File: src/rtl/cpu_mem_arbiter.sv
// N-master arbiter serialising CPU bus requests onto one shared memory port.
// Define CPU_ARB_ROUND_ROBIN_EN for round-robin arbitration; default is fixed priority (lowest index wins).
module cpu_mem_arbiter #(
    parameter int NMASTERS = 2,
    parameter int DATA_W   = 32,
    parameter int ADDR_W   = 32,
    parameter int MEM_LAT  = 1
) (
    input  logic                       iCLK,
    input  logic                       iRST,
    input  logic [NMASTERS-1:0]        iReadEnable,
    input  logic [NMASTERS-1:0]        iWriteEnable,
    input  logic [NMASTERS*DATA_W/8-1:0] iByteEnable,
    input  logic [NMASTERS*DATA_W-1:0] iWriteData,
    input  logic [NMASTERS*ADDR_W-1:0] iAddress,
    output logic [DATA_W-1:0]          oReadData,
    output logic [NMASTERS-1:0]        oAck,
    output logic [NMASTERS-1:0]        oGrant,
    output logic                       oBusy,
    output logic                       MwReadEnable,
    output logic                       MwWriteEnable,
    output logic [DATA_W/8-1:0]        MwByteEnable,
    output logic [DATA_W-1:0]          MwWriteData,
    output logic [ADDR_W-1:0]          MwAddress,
    input  logic [DATA_W-1:0]          MwReadData
);

    localparam int BE_W  = DATA_W / 8;
    localparam int IDX_W = (NMASTERS > 1) ? $clog2(NMASTERS) : 1;
    localparam int CNT_W = $clog2(MEM_LAT + 1);

    typedef enum logic [1:0] {S_IDLE, S_ISSUE, S_WAIT, S_ACK} state_t;

    state_t             state, state_nxt;
    logic [NMASTERS-1:0] req;
    logic               any_req;
    logic [IDX_W-1:0]   win_idx;
    logic [IDX_W-1:0]   owner;
    logic               is_write;
    logic [CNT_W-1:0]   cnt;
    logic [NMASTERS-1:0] owner_oh;

    assign req     = iReadEnable | iWriteEnable;
    assign any_req = |req;

`ifdef CPU_ARB_ROUND_ROBIN_EN
    logic [IDX_W-1:0] rr_ptr;

    // Descending scan so the candidate nearest to rr_ptr+1 is assigned last and wins.
    always_comb begin
        win_idx = '0;
        for (int i = NMASTERS; i >= 1; i--) begin
            if (req[(int'(rr_ptr) + i) % NMASTERS])
                win_idx = IDX_W'((int'(rr_ptr) + i) % NMASTERS);
        end
    end

    always_ff @(posedge iCLK) begin
        if (iRST)
            rr_ptr <= IDX_W'(NMASTERS - 1);
        else if (state == S_IDLE && any_req)
            rr_ptr <= win_idx;
    end
`else
    always_comb begin
        win_idx = '0;
        for (int i = NMASTERS - 1; i >= 0; i--) begin
            if (req[i])
                win_idx = IDX_W'(i);
        end
    end
`endif

    // NOTE: sequential state uses non-blocking assignments so every register sees pre-edge values.
    always_ff @(posedge iCLK) begin
        if (iRST)
            state <= S_IDLE;
        else
            state <= state_nxt;
    end

    always_comb begin
        state_nxt = state;
        case (state)
            S_IDLE:  if (any_req) state_nxt = S_ISSUE;
            S_ISSUE: state_nxt = is_write ? S_ACK : S_WAIT;
            S_WAIT:  if (cnt == '0) state_nxt = S_ACK;
            S_ACK:   state_nxt = S_IDLE;
            default: state_nxt = S_IDLE;
        endcase
    end

    // Payload is latched once in IDLE; a master dropping its request early is still served.
    always_ff @(posedge iCLK) begin
        if (iRST) begin
            owner        <= '0;
            is_write     <= 1'b0;
            cnt          <= '0;
            MwByteEnable <= '0;
            MwWriteData  <= '0;
            MwAddress    <= '0;
            oReadData    <= '0;
        end else begin
            case (state)
                S_IDLE: if (any_req) begin
                    owner        <= win_idx;
                    is_write     <= iWriteEnable[win_idx];
                    MwByteEnable <= iByteEnable[int'(win_idx)*BE_W +: BE_W];
                    MwWriteData  <= iWriteData[int'(win_idx)*DATA_W +: DATA_W];
                    MwAddress    <= iAddress[int'(win_idx)*ADDR_W +: ADDR_W];
                end
                S_ISSUE: cnt <= CNT_W'(MEM_LAT - 1);
                S_WAIT: begin
                    if (cnt == '0)
                        oReadData <= MwReadData;
                    else
                        cnt <= cnt - 1'b1;
                end
                default: ;
            endcase
        end
    end

    // NOTE: every combinational output gets a default first so no latch is inferred.
    always_comb begin
        owner_oh        = '0;
        owner_oh[owner] = 1'b1;
        oGrant          = '0;
        oAck            = '0;
        oBusy           = 1'b0;
        MwReadEnable    = 1'b0;
        MwWriteEnable   = 1'b0;
        if (state != S_IDLE) begin
            oGrant = owner_oh;
            oBusy  = 1'b1;
        end
        if (state == S_ACK)
            oAck = owner_oh;
        if (state == S_ISSUE) begin
            MwReadEnable  = ~is_write;
            MwWriteEnable = is_write;
        end
    end

endmodule

File: config.mk
export PLATFORM = sky130hd
export DESIGN_NAME = cpu_mem_arbiter
export DESIGN_NICKNAME = d
export VERILOG_FILES = /design/src/rtl/cpu_mem_arbiter.sv
export SDC_FILE = /design/constraint.sdc
export NUM_CORES = 1
export LEC_CHECK = 0
export ABC_AREA = 1
export CORE_ASPECT_RATIO = 1.1
export CORE_UTILIZATION = 42
export CTS_BUF_LIST = sky130_fd_sc_hd__clkbuf_4 sky130_fd_sc_hd__clkbuf_8 sky130_fd_sc_hd__clkbuf_16
export CTS_CLUSTER_SIZE = 40
export DETAILED_ROUTE_END_ITERATION = 16
export PLACE_DENSITY = 0.87
export SYNTH_ARGS = -nofsm -noshare
export SYNTH_HDL_FRONTEND = slang
export SYNTH_SLANG_ARGS = --single-unit
File: constraint.sdc
create_clock -name iCLK -period 4.3 [get_ports iCLK]
set_input_delay 0.86 -clock iCLK [delete_from_list [all_inputs] [get_ports iCLK]]
set_output_delay 0.86 -clock iCLK [all_outputs]
set_load 0.02 [all_outputs]
==> impl_metrics.json <==
{
  "drive_gt1_share_pct": 3.12,
  "synth_seq_cells": 104,
  "routed_wl_um": 16200,
  "highest_layer": "met4",
  "clockBufferDepth": 2,
  "drv_slew": 0,
  "synth_top_area_share_pct": 41.8,
  "routed-wl-met2_um": 8000,
  "r2r_start": "state[0]",
  "yosys.area.top_type": "dfxtp_1",
  "start_util_pct": 43.4,
  "grt_pass1_wl_um": 25000,
  "slew_headroom_pct": 34.9,
  "die-area_um2": 12300,
  "powerDensity_nw_per_um2": 564,
  "synth_top_family_by_area": "simple AND/OR/NAND/NOR gates",
  "drtPass1Iterations": 5,
  "rsz0062_at_grt": "false",
  "hold_path_depth": 2,
  "syn_nets": 953,
  "cts_root_buf": "clkbuf_16",
  "p_leak_nw": 3.87,
  "grtUsageTotal_pct": 25.8,
  "cts_hold_buf": 0,
  "outcome": "completed",
  "htree_levels": 3,
  "diodes": 0,
  "clk_pin_slew_ns": 0.07,
  "nets": 1200,
  "worstSetupPathType": "input pin to register",
  "finalClockSkew_ns": 0.00456,
  "hp-start": "oReadData[21]",
  "ios": 281,
  "antenna_found_initial": 0,
  "port_buffers": 280,
  "ctsResizeCount": 0,
  "rr_endpoint": "MwAddress[15]",
  "cts_buffers": 9,
  "synthToLayoutAreaGrowth_pct": 63.0,
  "dp_hpwl_um": 11600,
  "core_area_um2": 11500,
  "grt_max_degree": 72,
  "synth_xor_area_share_pct": 0,
  "dp_cells": 1161,
  "period_share_pct": 68.4,
  "cts.sinks": 104,
  "synth_top_cells_by_area": "dfxtp_1 42%, nand3_1 14%, inv_1 11%, nand2_1 11%, a21oi_1 7.1%",
  "rrSetupSlack_ns": 2.22,
  "netlist_instances": 775,
  "ys.flop_type": "dfxtp_1",
  "cp_max_fo": 41,
  "startpoint_type": "input pin",
  "cts_tree": "done",
  "final.setup.tns_ns": 0,
  "worstMarginPinSlew_ns": 0.976,
  "insertion_delay_ns": 0.34,
  "yosysMostFrequentCell": "inv_1",
  "die_x_um": 106,
  "critPathCaptureType": "register",
  "synth-compound-area-share_pct": 10.5,
  "wl_met3_um": 1350,
  "grt_overflow": 0,
  "die_y_um": 116,
  "yosys.area_share.simple_pct": 30.8,
  "drt_drc_violations_left": 0,
  "viasPerCell": 4.78,
  "final.min_clock_period_ns": 2.94,
  "syn_area_um2": 4980,
  "met1_length_um": 6420,
  "hold_class": "register to register",
  "setup_viol": 0,
  "final_cells": 1177,
  "vias": 5631,
  "synth_edf_count": 0,
  "yosys.area_share.adder_pct": 1.00,
  "ant_nets": 0,
  "synth_common_cells": "148 x inv_1, 144 x nand2_1, 138 x nand3_1, 104 x dfxtp_1, 72 x nor2_1",
  "grt_pass1_vias": 5050,
  "min_to": "oReadData[21]",
  "synth_area_per_cell_um2": 6.43,
  "vdd_drop_max_mv": 0.362,
  "clock.fmax_mhz": 340,
  "yosys.cell_types.count": 18,
  "yosys_warnings": 0,
  "critPathArrivalTime_ns": 3.18,
  "fp-row-count": 41,
  "power_mw": 4.58,
  "cp.required_ns": 4.54,
  "wl_per_cell_um": 13.7,
  "yosysSeqAreaShare_pct": 41.8,
  "cts_setup_buffers": 0,
  "cap_violations": 0,
  "async_flop_share_pct": 0,
  "r2r_cells": 8,
  "finalHoldViolations": 0,
  "fin_util_pct": 70.7,
  "place_congestion": 0.784,
  "drtIter0Drc": 319,
  "synthMuxAreaShare_pct": 0
}
stage by stage:
stage | cell area (um^2) | setup WS (ns) | hold WS [ns]
2_1_floorplan | 4980 | 2.36 | 0.479
3_3_place_gp | 7810 | 1.07 | 0.478
3_5_place_dp | 7810 | 0.981 | 0.492
4_1_cts | 8120 | 1.34 | 0.509
5_1_grt | 8120 | 1.13 | 0.537
6_report | 8120 | 1.36 | 0.507
state kept, by name (all words and copies together) (netlist names):
name,count
MwWriteData,32
MwAddress,32
oReadData,32
is_write,1
state,2
owner,1
MwByteEnable,4
layout by cell type (no fill, tap or decap), types with 2 or more instances in the layout:
master             n
nand3_1          138
inv_2              2
ha_1               4
nand2_1          143
clkbuf_16          9
nand2_2            3
clkbuf_8           2
inv_1            148
dfxtp_1          104
clkdlybuf4s50_1  279
o21ai_0           34
buf_4              9
nor2_1            72
a21oi_1           71
worst max path at each step:
stage,startpoint,end,slack (ns),depth (start not counted)
floorplan,state[0],oGrant[1],2.36,4
global placement,iWriteEnable[0],MwWriteData[17],1.07,9
detailed placement,iWriteEnable[0],MwWriteData[19],0.98,9
CTS,iWriteEnable[0],MwWriteData[1],1.34,9
global route,iWriteEnable[0],MwWriteData[19],1.13,9
finish,iWriteEnable[0],MwAddress[25],1.36,9
per-layer routing:
layer / global-route usage [%] / vias up
li1: - / 2881
met1: 28.8 / 2478
met2: 46.9 / 244
met3: 6.98 / 28
met4: 9.91 / 0
met5: 0 / -
power by group:
part	total (mW)	internal, mW	switching [mW]
Clock	0.851	0.491	0.360
Sequential	1.45	1.29	0.165
Combinational	2.28	0.987	1.29
Total	4.58	2.77	1.81
kinds of logic after synthesis:
| logic type | after synthesis |
|---|---|
| fa+ha+maj | 4 |
| buf+inv | 203 |
| simple gates | 359 |
| compound gates | 105 |
| flops | 104 |
critical path: stages:
cell and delay, ns:
clkdlybuf4s50_1 0.46, nor2_4 0.16, buf_4 0.40, nand2_2 0.51, buf_4 0.43, nand2_1 0.09
nand3_1 0.07, nand2_1 0.12, inv_1 0.05
layout make-up:
class,count,area [um^2]
clock buffer,12,260
clock inverter,4,51.3
fill,953,3370
inverter,150,563
multi-input combinational,468,2110
sequential,104,2080
tap,150,188
timing repair buffer,289,2870
Note: power is estimated with default switching activity, not from simulation.
